==> src/rtl/serial_sub_pkg.sv <==
// Shared types and sizing helpers for the digit-serial subtractor.
package serial_sub_pkg;

   typedef enum logic [1:0] {
      IDLE = 2'd0,
      BUSY = 2'd1,
      DONE = 2'd2
   } state_t;

   localparam int N_DEF = 8;
   localparam int W_DEF = 2;

   function automatic int digits(input int n, input int w);
      return n / w;
   endfunction

   function automatic int cnt_bits(input int n, input int w);
      return (n / w > 1) ? $clog2(n / w) : 1;
   endfunction

endpackage

==> src/rtl/serial_subtractor_if.sv <==
// Operand/result handshake bundle for the serial subtractor.
interface serial_subtractor_if #(
   parameter int N = 8
);
   logic         in_valid;
   logic         in_ready;
   logic [N-1:0] a;
   logic [N-1:0] b;
   logic         b_in;
   logic         out_valid;
   logic         out_ready;
   logic [N-1:0] d;
   logic         b_out;
   logic         ovf;
   logic         zero;

   modport master (
      output in_valid, a, b, b_in, out_ready,
      input  in_ready, out_valid, d, b_out, ovf, zero
   );

   modport slave (
      input  in_valid, a, b, b_in, out_ready,
      output in_ready, out_valid, d, b_out, ovf, zero
   );
endinterface

==> src/rtl/serial_subtractor_sub_slice.sv <==
// W-bit ripple slice computing x + ~y + c_in, exposing the carry into its MSB.
module sub_slice #(
   parameter int W = 2
) (
   input  logic [W-1:0] x,
   input  logic [W-1:0] y,
   input  logic         c_in,
   output logic [W-1:0] s,
   output logic         c_msb,
   output logic         c_out
);
   logic [W:0]   c;
   logic [W-1:0] g;
   logic [W-1:0] p;

   always_comb begin
      c    = '0;
      g    = '0;
      p    = '0;
      s    = '0;
      c[0] = c_in;
      for (int i = 0; i < W; i++) begin
         g[i]   = x[i] & ~y[i];
         p[i]   = x[i] ^ ~y[i];
         s[i]   = p[i] ^ c[i];
         c[i+1] = g[i] | (p[i] & c[i]);
      end
   end

   assign c_msb = c[W-1];
   assign c_out = c[W];
endmodule

==> src/rtl/serial_subtractor.sv <==
// Digit-serial two's-complement subtractor: d = a - b - b_in, W bits per cycle.
module serial_subtractor
   import serial_sub_pkg::*;
#(
   parameter int N = N_DEF,
   parameter int W = W_DEF
) (
   input logic               clk,
   input logic               rst,
   serial_subtractor_if.slave bus
);
   localparam int ND = digits(N, W);
   localparam int CW = cnt_bits(N, W);

   state_t state;
   state_t nxt;

   logic [N-1:0]  a_sh;
   logic [N-1:0]  b_sh;
   logic [N-1:0]  r_sh;
   logic [N-1:0]  r_nx;
   logic          carry;
   logic [CW-1:0] cnt;
   logic          last;

   logic [N-1:0]  d_q;
   logic          b_out_q;
   logic          ovf_q;
   logic          zero_q;

   logic [W-1:0]  s;
   logic          c_msb;
   logic          c_out;

   sub_slice #(.W(W)) u_slice (
      .x    (a_sh[W-1:0]),
      .y    (b_sh[W-1:0]),
      .c_in (carry),
      .s    (s),
      .c_msb(c_msb),
      .c_out(c_out)
   );

   // New digit enters at the top so the LSB digit ends up at bit 0.
   assign r_nx = (r_sh >> W) | (N'(s) << (N - W));
   assign last = (cnt == CW'(ND - 1));

   always_comb begin
      nxt = state;
      unique case (state)
         IDLE:    if (bus.in_valid) nxt = BUSY;
         BUSY:    if (last) nxt = DONE;
         DONE:    if (bus.out_ready) nxt = IDLE;
         default: nxt = IDLE;
      endcase
   end

   always_ff @(posedge clk or posedge rst) begin
      if (rst) begin
         state   <= IDLE;
         a_sh    <= '0;
         b_sh    <= '0;
         r_sh    <= '0;
         carry   <= 1'b0;
         cnt     <= '0;
         d_q     <= '0;
         b_out_q <= 1'b0;
         ovf_q   <= 1'b0;
         zero_q  <= 1'b0;
      end else begin
         state <= nxt;
         if (state == IDLE && bus.in_valid) begin
            a_sh  <= bus.a;
            b_sh  <= bus.b;
            carry <= ~bus.b_in;
            cnt   <= '0;
         end else if (state == BUSY) begin
            a_sh  <= a_sh >> W;
            b_sh  <= b_sh >> W;
            r_sh  <= r_nx;
            carry <= c_out;
            cnt   <= cnt + CW'(1);
            if (last) begin
               d_q     <= r_nx;
               b_out_q <= ~c_out;
               ovf_q   <= c_msb ^ c_out;
               zero_q  <= (r_nx == '0);
            end
         end
      end
   end

   assign bus.in_ready  = (state == IDLE);
   assign bus.out_valid = (state == DONE);
   assign bus.d         = d_q;
   assign bus.b_out     = b_out_q;
   assign bus.ovf       = ovf_q;
   assign bus.zero      = zero_q;
endmodule

==> src/flat_wrapper.sv <==
// flat-port wrapper written by rule: the top's interface ports become plain ports
module serial_subtractor_flat import serial_sub_pkg::*;
#(
   parameter int N = N_DEF,
   parameter int W = W_DEF
)
  (clk, rst, bus_in_valid, bus_a, bus_b, bus_b_in, bus_out_ready, bus_in_ready, bus_out_valid, bus_d, bus_b_out, bus_ovf, bus_zero);
  serial_subtractor_if #(.N(N)) bus_i ();
  input logic clk;
  input logic rst;
  input wire logic [$bits(bus_i.in_valid)-1:0] bus_in_valid;
  input wire logic [$bits(bus_i.a)-1:0] bus_a;
  input wire logic [$bits(bus_i.b)-1:0] bus_b;
  input wire logic [$bits(bus_i.b_in)-1:0] bus_b_in;
  input wire logic [$bits(bus_i.out_ready)-1:0] bus_out_ready;
  output wire logic [$bits(bus_i.in_ready)-1:0] bus_in_ready;
  output wire logic [$bits(bus_i.out_valid)-1:0] bus_out_valid;
  output wire logic [$bits(bus_i.d)-1:0] bus_d;
  output wire logic [$bits(bus_i.b_out)-1:0] bus_b_out;
  output wire logic [$bits(bus_i.ovf)-1:0] bus_ovf;
  output wire logic [$bits(bus_i.zero)-1:0] bus_zero;
  assign bus_i.in_valid = bus_in_valid;
  assign bus_i.a = bus_a;
  assign bus_i.b = bus_b;
  assign bus_i.b_in = bus_b_in;
  assign bus_i.out_ready = bus_out_ready;
  assign bus_in_ready = bus_i.in_ready;
  assign bus_out_valid = bus_i.out_valid;
  assign bus_d = bus_i.d;
  assign bus_b_out = bus_i.b_out;
  assign bus_ovf = bus_i.ovf;
  assign bus_zero = bus_i.zero;
  serial_subtractor #(.N(N), .W(W)) u_core (.clk(clk), .rst(rst), .bus(bus_i));
endmodule
==> config.mk <==
export PLATFORM = sky130hd
export DESIGN_NAME = serial_subtractor_flat
export DESIGN_NICKNAME = d
export VERILOG_FILES = /design/src/rtl/serial_sub_pkg.sv /design/src/rtl/serial_subtractor_if.sv /design/src/rtl/serial_subtractor_sub_slice.sv /design/src/rtl/serial_subtractor.sv /design/src/flat_wrapper.sv
export SDC_FILE = /design/constraint.sdc
export NUM_CORES = 1
export LEC_CHECK = 0
export BUFFER_PORTS_ARGS = -buffer_cell sky130_fd_sc_hd__buf_2
export CAP_MARGIN = 20
export CORE_ASPECT_RATIO = 0.7
export CORE_MARGIN = 5
export CORE_UTILIZATION = 50
export CTS_CLUSTER_DIAMETER = 200
export CTS_CLUSTER_SIZE = 30
export DETAILED_ROUTE_END_ITERATION = 8
export PLACE_DENSITY = 0.75
export SLEW_MARGIN = 20
export SYNTH_ARGS = -nofsm -noshare
export SYNTH_HDL_FRONTEND = slang
export SYNTH_HIERARCHICAL = 1
export SYNTH_SLANG_ARGS = --single-unit
==> constraint.sdc <==
create_clock -name clk -period 2.6 [get_ports clk]
set_input_delay 0.13 -clock clk [delete_from_list [all_inputs] [get_ports clk]]
set_output_delay 0.13 -clock clk [all_outputs]
set_load 0.005 [all_outputs]
==> impl_metrics.csv, run 1 <==
group,metric,value,unit
setup_path,worstSetupPathType,"flip-flop to flip-flop",
global_routing,antenna_found_initial,0,
synth,synth.avg_cell_area,10.16,sq um
synth,synth_nets,183,
cells_and_area,multi_input_area,598.1,sq um
cells_and_area,regArea,950.9,sq um
cells_and_area,diodes,0,
synth,syn_inst,159,
synth,yosysWarnings,6,
setup_path,path_max_fanout,3,
worst_hold_path,holdCritPathClass,"input port to flip-flop",
clock_network,cts_htree_levels,2,
placed_design,place.gp.congestion,0.7668,
timing,clock.fmax,481.5,MHz
placed_design,dpl_worst_slack,0.5219,ns
timing,rsz0062_at_grt,"no",
timing,worst_slack,0.5232,ns
clock_network,path_clk_slew,0.08,ns
detailed_routing,drt_first_iter_violations,36,
synth,yosysMostFrequentCell,"nand2_1",
worst_hold_path,whs_path_depth,3,
cells_and_area,fillers,276,
setup_path,reg2reg_to,"u_core/bus.zero",
floorplan,ios,34,
worst_hold_path,whs_endpoint,"u_core/b_sh[6]",
clock_network,root_buffer,"clkbuf_8",
power_and_ir_drop,ir_drop,0.6755,mV
detailed_routing,met1_length,1.475,mm
cells_and_area,utilization,0.6138,
floorplan,die_w,77.94,um
synth,synth_top_family_by_area,"simple AND/OR/NAND/NOR gates",
global_routing,grt_pass1_wl,5.582,mm
clock_network,clock_sinks,38,
placed_design,port_buffers,33,
power_and_ir_drop,power.density,1234,nW/um^2
global_routing,grt_pass1_vias,1256,
synth,synth_edf_count,0,
clock_network,cts_buffer_depth,2,
detailed_routing,ant_nets,0,
cells_and_area,nNetsFinal,220,
timing,fin_worst_skew,0.009803,ns
global_routing,gr-usage-all-layers,0.1575,
detailed_routing,routed.top_layer,"met4",
synth,synth-compound-area-share,0.09915,
clock_network,insertion_delay,0.29,ns
timing,drv_slew,0,
floorplan,die_area,4486,sq um
cells_and_area,drive_above_1_share,0.2690,
detailed_routing,wl_met2,1.485,mm
detailed_routing,wl_per_cell,13.64,um
synth,synthXorXnorAreaFrac,0.005422,
synth,synth_top_area_frac,0.5887,
timing,fin_hold_ws,0.05866,ns
detailed_routing,viasPerCell,5.034,
synth,muxShareOfSynthArea,0.05577,
clock_network,cts_resized,0,
timing,relSlewSlack,0.5000,
floorplan,initial_core_util,0.5166,
synth,syn_area,1615,sq um
setup_path,required,2.80,ns
synth,synthTopCellsByArea,"dfrtp_1, nand2_1, a22oi_1, mux2_2, o21ai_0",
worst_hold_path,hp-start,"bus_b[6]",
floorplan,die_y,57.56,um
global_routing,overflow,0,
timing,tns,0,ns
global_routing,grt_start_max_net_pins,22,
detailed_routing,wl_met3,166,um
clock_network,cts_made_buffers,5,
synth,synth.distinct_cells,20,
detailed_routing,num_vias,1183,
synth,yosys.area.top_type,"dfrtp_1",
setup_path,r2r-start,"u_core/b_sh[0]",
synth,ys_seq_area_frac,0.5887,
synth,ys_top_cells_by_count,"nand2_1, dfrtp_1, a22oi_1",
detailed_routing,drt_pass1_iterations,4,
synth,synth-simple-area-share,0.1743,
synth,ys_ff_latch,38,
synth,synthArstFlopShare,1.000,
timing,setup_violations,0,
power_and_ir_drop,power.static_leakage,1.012,nW
power_and_ir_drop,p_total,2.369,mW
clock_network,tritoncts,"yes",
setup_path,crit_path_end_kind,"flip-flop",
cells_and_area,syn_to_final_growth,18.82,%
floorplan,coreArea,3127,sq um
timing,tightest_slew,0.7491,ns
detailed_routing,wl,3.206,mm
detailed_routing,drc,0,
setup_path,regToRegSetupSlack,0.52,ns
timing,hold_violations,0,
synth,synthAdderAreaFrac,0.03253,
floorplan,fp-row-count,17,
synth,ys.flop_type,"dfrtp_1",
run_status,status,"finished clean",
setup_path,cp.arrival,2.28,ns
timing,period_share,0.7988,
timing,period_minus_slack,2.077,ns
placed_design,hpwlAfterDp,2.325,mm
flow_run,maxCapViolCount,0,
setup_path,r2r_cells,6,
setup_path,critPathLaunchType,"flip-flop",
## metal layers
layer,up-vias,track usage
met5,-,0
met4,0,0.08916
met3,8,0.03943
met2,33,0.2426
met1,549,0.2039
li1,593,-
## how the worst max path moves through the flow
| stage | start | endpoint | depth (start not counted) |
|---|---|---|---|
| floorplan | u_core/b_sh[0] | u_core/bus.zero | 6 |
| global placement | u_core/b_sh[0] | u_core/bus.zero | 6 |
| detailed placement | u_core/b_sh[0] | u_core/bus.zero | 6 |
| CTS | u_core/b_sh[0] | u_core/bus.zero | 6 |
| global route | u_core/b_sh[0] | u_core/bus.zero | 6 |
| finish | u_core/b_sh[0] | u_core/bus.zero | 6 |
## stage by stage
step	cell area [sq um]	cells
floorplan	1615	159
global placement	1818	226
detailed placement	1818	226
CTS	1919	235
global route	1919	235
finish	1919	235
## final cells by class
class,instances,share of cell area
Clock buffer,7,0.04498
Clock inverter,1,0.002608
Inverter,9,0.01760
Multi-Input combinational cell,105,0.3116
Sequential cell,38,0.4954
Tap cell,38,0.02477
Timing Repair Buffer,37,0.1030
## cells in the final DEF (no fill, tap or decap), drive strengths merged
| master | instances |
|---|---|
| nand2 | 60 |
| dfrtp | 38 |
| buf | 36 |
| a22oi | 12 |
| o21ai | 11 |
| inv | 9 |
| mux2 | 8 |
| clkbuf | 7 |
| nor4 | 2 |
| fa | 2 |
| clkinv | 1 |
| dlygate4sd3 | 1 |
| and2b | 1 |
| nor3b | 1 |
| o21bai | 1 |
| nand3b | 1 |
| xnor2 | 1 |
| nand2b | 1 |
| nor2 | 1 |
| o211ai | 1 |
| or2b | 1 |
| ha | 1 |
## registers in the layout, indices dropped and copies added (netlist names)
| signal | cells |
|---|---|
| u_core/bus.d | 8 |
| u_core/b_sh | 8 |
| u_core/bus.ovf | 1 |
| u_core/a_sh | 8 |
| u_core/bus.zero | 1 |
| u_core/carry | 1 |
| u_core/bus.b_out | 1 |
| u_core/state | 2 |
| u_core/cnt | 2 |
| u_core/r_sh | 6 |
## timing repair
item                      4_1_cts  5_1_grt
setup buffers                   0        0
hold buffers                    1        0
hold endpoints to repair       19        0
## worst max-delay path, stage by stage (launching register included)
cell	delay, ns
dfrtp_1	0.40
fa_1	0.47
fa_1	0.52
inv_1	0.06
nor4_1	0.29
nand2_1	0.08
o21ai_0	0.18
## where the power goes
group | total, mW | leakage, nW | switching [mW] | internal (mW)
combinational | 0.928 | 0.482 | 0.535 | 0.393
clock | 0.405 | 0.0482 | 0.191 | 0.214
sequential | 1.04 | 0.482 | 0.176 | 0.860
total | 2.37 | 1.01 | 0.902 | 1.47
## cell families (layout without fill, tap and decap cells)
| family | count (synthesis) | in the layout |
|---|---|---|
| and+or+nand+nor | 68 | 68 |
| DFF | 38 | 38 |
| AOI/OAI and AO/OA | 25 | 25 |
| buffers and inverters | 16 | 54 |
| muxes | 8 | 8 |
| adders and majority gates | 3 | 3 |
| xor gates and xnor gates | 1 | 1 |
No activity file was read; power rests on OpenSTA's default activity.
==> inputs of run 2 (changes only) <==
Clock period 2.6 ns to 2.01 ns, I/O delays scaled along.
==> impl_metrics.csv, run 2 (same netlist as run 1, synthesis figures left out) <==
group,metric,value,unit
timing,tightest_slew,0.9217,ns
setup_path,required,2.21,ns
setup_path,worstSetupPathType,"flip-flop to flip-flop",
run_status,status,"finished clean",
detailed_routing,met1_length,1.484,mm
cells_and_area,nNetsFinal,219,
power_and_ir_drop,combPwrFrac,0.377,
detailed_routing,routed.top_layer,"met4",
timing,drv_slew,0,
detailed_routing,drc,0,
detailed_routing,num_vias,1170,
clock_network,cts_made_buffers,5,
detailed_routing,ant_nets,0,
timing,hold_violations,0,
power_and_ir_drop,p_total,3.118,mW
power_and_ir_drop,power.static_leakage,1.016,nW
power_and_ir_drop,p_sw,1.159,mW
clock_network,insertion_delay,0.28,ns
placed_design,dpl_worst_slack,-0.04012,ns
detailed_routing,wl,3.062,mm
floorplan,die_y,57.56,um
detailed_routing,wl_met2,1.390,mm
setup_path,crit_path_end_kind,"flip-flop",
setup_path,critPathLaunchType,"flip-flop",
global_routing,overflow,0,
floorplan,ios,34,
clock_network,cts_buffer_depth,2,
power_and_ir_drop,p_int,1.959,mW
clock_network,tritoncts,"yes",
power_and_ir_drop,ir_drop,0.9664,mV
clock_network,root_buffer,"clkbuf_8",
flow_run,maxCapViolCount,0,
clock_network,path_clk_slew,0.07,ns
detailed_routing,drt_pass1_iterations,4,
timing,rsz0062_at_grt,"no",
clock_network,clock_sinks,38,
placed_design,place.gp.congestion,0.7565,
global_routing,antenna_found_initial,0,
global_routing,gr-usage-all-layers,0.1495,
timing,period_share,0.9219,
power_and_ir_drop,power.density,1608,nW/um^2
setup_path,cp.arrival,2.05,ns
setup_path,path_max_fanout,3,
global_routing,grt_pass1_wl,5.423,mm
timing,relSlewSlack,0.3843,
floorplan,coreArea,3127,sq um
detailed_routing,wl_met3,146,um
floorplan,initial_core_util,0.5166,
setup_path,r2r_cells,6,
clock_network,cts_htree_levels,2,
cells_and_area,final_common_cell,"nand2_1",
cells_and_area,syn_to_final_growth,20.06,%
floorplan,fp-row-count,17,
detailed_routing,drt_first_iter_violations,63,
timing,fin_worst_skew,0.002852,ns
floorplan,die_w,77.94,um
placed_design,port_buffers,33,
worst_hold_path,holdCritPathClass,"input port to flip-flop",
cells_and_area,drive_above_1_share,0.2806,
cells_and_area,mostFrequentLayoutCells,"nand2_1, dfrtp_1, buf_2",
clock_network,cts_setup_buffers,0,
timing,clock.fmax,539.6,MHz
timing,setup_violations,0,
power_and_ir_drop,switching_share,0.3718,
cells_and_area,diodes,0,
cells_and_area,fillers,265,
placed_design,hpwlAfterDp,2.175,mm
timing,worst_slack,0.1569,ns
global_routing,grt_start_max_net_pins,39,
worst_hold_path,whs_path_depth,3,
timing,period_minus_slack,1.853,ns
detailed_routing,wl_per_cell,13.09,um
detailed_routing,viasPerCell,5.000,
power_and_ir_drop,power_frac_seq,0.432,
power_and_ir_drop,pwr-share-clk,0.191,
floorplan,die_area,4486,sq um
global_routing,grt_pass1_vias,1235,
[run 2: cell types whose count changed in the layout (fill, tap and decap cells not counted), sizes merged]
cell and delta:
clkbuf +1, buf -1, clkinv -1
[run 2: layout make-up]
cell class                 instances  area (sq um)  area share
inverter                           9         33.78     0.01742
tap                               38         47.55     0.02452
timing repair buffer              36         190.2     0.09806
sequential                        38         950.9      0.4903
multi-input combinational        105         606.8      0.3129
clock buffer                       8         110.1     0.05677
[run 2: timing repair]
item                       4_1_cts  5_1_grt
resized for setup                2        1
hold endpoints to repair        38        0
hold buffers                     1        0
pin swaps                        0        1
setup endpoints to repair        1        1
[run 2: final timing paths]
path                                    to  slack [ns]            from
hold reg to reg             u_core/bus.ovf        0.47  u_core/bus.ovf
setup / recovery           u_core/bus.zero        0.16  u_core/b_sh[0]
hold / removal              u_core/b_sh[7]        0.02        bus_b[7]
max in group asynchronous   u_core/a_sh[2]        1.23             rst
setup reg to reg           u_core/bus.zero        0.16  u_core/b_sh[0]
min in group asynchronous   u_core/a_sh[1]        0.47             rst
[run 2: worst max-delay path, stage by stage (launching register included)]
cell     delay [ns]
dfrtp_1        0.41
fa_2           0.41
fa_1           0.51
inv_1          0.07
nor4_2         0.15
nand2_1        0.08
o21ai_1        0.14
[run 2: power groups by stage]
stage / Combinational (mW) / Sequential (mW) / Clock [mW]
floorplan: 0.870 / 1.31 / 0
finish: 1.18 / 1.35 / 0.595
global route: 1.38 / 1.39 / 0.644
detailed placement: 1.18 / 1.35 / 0
global placement: 1.13 / 1.33 / 0
CTS: 1.19 / 1.34 / 0.611
[run 2: stage by stage]
step	cell area [sq um]	hold slack, ns	TNS [ns]	instances	util
finish	1939	0.01932	0	234	0.6202
global route	1939	0.01919	0	234	0.6202
CTS	1933	0.009211	0	234	0.6182
detailed placement	1810	0.2387	-0.04012	225	0.5790
global placement	1810	0.2296	0	225	0.5790
floorplan	1615	0.2078	0	159	-
[run 2: routing by layer]
| metal | global-route usage | vias up |
|---|---|---|
| met1 | 0.1960 | 548 |
| met3 | 0.03628 | 5 |
| met4 | 0.05783 | 0 |
| met5 | 0 | - |
| met2 | 0.2414 | 27 |
| li1 | - | 590 |
==> inputs of run 3 (changes only) <==
==> constraint.sdc (replaced) <==
create_clock -name clk -period 2.01 [get_ports clk]
set_input_delay 0.3015 -clock clk [delete_from_list [all_inputs] [get_ports clk]]
set_output_delay 0.3015 -clock clk [all_outputs]
set_load 0.005 [all_outputs]
==> impl_metrics.csv, run 3 (same netlist as run 1, synthesis figures left out) <==
group,metric,value,unit
cells_and_area,mostFrequentLayoutCells,"nand2_1, dfrtp_1, buf_2",
setup_path,cp.arrival,2.05,ns
timing,rsz0062_at_grt,"no",
global_routing,grt_pass1_wl,5.423,mm
timing,fin_hold_ws,0.1185,ns
floorplan,die_area,4486,sq um
setup_path,cp_slowest_stage_delay,0.51,ns
clock_network,insertion_delay,0.28,ns
cells_and_area,nNetsFinal,218,
floorplan,coreArea,3127,sq um
cells_and_area,drive_above_1_share,0.2821,
power_and_ir_drop,power.density,1618,nW/um^2
setup_path,crit_family,"adder cells",
global_routing,antenna_found_initial,0,
detailed_routing,viasPerCell,5.103,
setup_path,required,2.21,ns
floorplan,initial_core_util,0.5166,
clock_network,clock_sinks,38,
timing,clock.fmax,539.8,MHz
setup_path,critPathLaunchType,"flip-flop",
floorplan,ios,34,
global_routing,overflow,0,
placed_design,port_buffers,33,
power_and_ir_drop,ir_drop,0.9745,mV
global_routing,grt_start_max_net_pins,39,
floorplan,die_y,57.56,um
floorplan,fp-row-count,17,
cells_and_area,multi_input_area,606.8,sq um
setup_path,worstSetupPathType,"flip-flop to flip-flop",
setup_path,crit_buf_inv,1,
timing,drv_slew,0,
setup_path,regToRegSetupSlack,0.16,ns
setup_path,r2r-start,"u_core/b_sh[0]",
timing,fin_worst_skew,0.002356,ns
placed_design,place.gp.congestion,0.7565,
worst_hold_path,holdCritPathClass,"input port to async pin",
detailed_routing,ant_nets,0,
clock_network,cts_buffer_depth,2,
setup_path,reg2reg_to,"u_core/bus.zero",
clock_network,cts_htree_levels,2,
timing,hold_violations,0,
setup_path,r2r_cells,6,
clock_network,cts_made_buffers,5,
detailed_routing,drt_pass1_iterations,4,
cells_and_area,diodes,0,
run_status,status,"finished clean",
clock_network,root_buffer,"clkbuf_8",
placed_design,hpwlAfterDp,2.175,mm
floorplan,die_w,77.94,um
clock_network,tritoncts,"yes",
detailed_routing,drt_first_iter_violations,60,
setup_path,slowest_stage,"fa_1",
timing,period_minus_slack,1.852,ns
cells_and_area,regArea,950.9,sq um
cells_and_area,fillers,266,
cells_and_area,final_common_cell,"nand2_1",
detailed_routing,num_vias,1189,
flow_run,maxCapViolCount,0,
setup_path,critical_path.cell_chain,"fa_2, fa_1, inv_1, nor4_2, nand2_1, o21ai_1",
timing,setup_violations,0,
power_and_ir_drop,power.static_leakage,1.012,nW
timing,period_share,0.9216,
detailed_routing,wl,3.068,mm
detailed_routing,drc,0,
clock_network,path_clk_slew,0.07,ns
timing,tightest_slew,0.9565,ns
cells_and_area,syn_to_final_growth,19.44,%
global_routing,grt_pass1_vias,1235,
global_routing,gr-usage-all-layers,0.1495,
detailed_routing,wl_per_cell,13.17,um
clock_network,hold_buffers,0,
setup_path,crit_path_end_kind,"flip-flop",
timing,relSlewSlack,0.3610,
setup_path,path_max_fanout,3,
timing,tns,0,ns
run 3: metrics by stage:
| stage | instance area (sq um) | power, mW | utilization | setup WS [ns] | instances |
|---|---|---|---|---|---|
| 2_1_floorplan | 1615 | 2.178 | - | 0.08437 | 159 |
| 3_3_place_gp | 1810 | 2.466 | 0.5790 | 0.02864 | 225 |
| 3_5_place_dp | 1810 | 2.526 | 0.5790 | -0.04012 | 225 |
| 4_1_cts | 1923 | 3.138 | 0.6150 | 0.03555 | 233 |
| 5_1_grt | 1929 | 3.414 | 0.6170 | 0.03458 | 233 |
| 6_report | 1929 | 3.122 | 0.6170 | 0.1576 | 233 |
run 3: layout make-up:
class	instances	area share
sequential	38	0.4929
tap	38	0.02464
inverter	9	0.01751
timing repair buffer	35	0.09339
clock buffer	8	0.05707
multi-input combinational	105	0.3145
run 3: timing repair:
| action | in CTS | in global routing |
|---|---|---|
| buffers inserted | 0 | 0 |
| endpoints found under the setup margin | 1 | 1 |
| gates resized for setup | 2 | 1 |
| pin swaps | 0 | 1 |
run 3: how the worst max path moves through the flow:
| stage | startpoint | to | slack, ns | cells after the start |
|---|---|---|---|---|
| 2_1_floorplan | u_core/b_sh[0] | u_core/bus.zero | 0.08 | 6 |
| 3_3_place_gp | u_core/b_sh[0] | u_core/bus.zero | 0.03 | 6 |
| 3_5_place_dp | u_core/b_sh[0] | u_core/bus.zero | -0.04 | 6 |
| 4_1_cts | u_core/b_sh[0] | u_core/bus.zero | 0.04 | 6 |
| 5_1_grt | u_core/b_sh[0] | u_core/bus.zero | 0.03 | 6 |
| 6_report | u_core/b_sh[0] | u_core/bus.zero | 0.16 | 6 |
run 3: report_power, final:
part           internal, mW  switching [mW]
Combinational         0.499           0.680
Sequential             1.11           0.235
Clock                 0.346           0.249
Total                  1.96            1.16
run 3: worst reg2reg max path, stage by stage (launching register included):
cell	delay, ns
dfrtp_1	0.41
fa_2	0.41
fa_1	0.51
inv_1	0.07
nor4_2	0.16
nand2_1	0.08
o21ai_1	0.14
run 3: layer usage:
metal	part of all wire	track usage	routed length, um	vias to the layer above
met5	0	0	0	-
met2	0.46	0.2414	1412	27
met3	0.044	0.03628	135	5
met4	0.014	0.05783	42	0
met1	0.48	0.1960	1478	568
li1	-	-	-	589
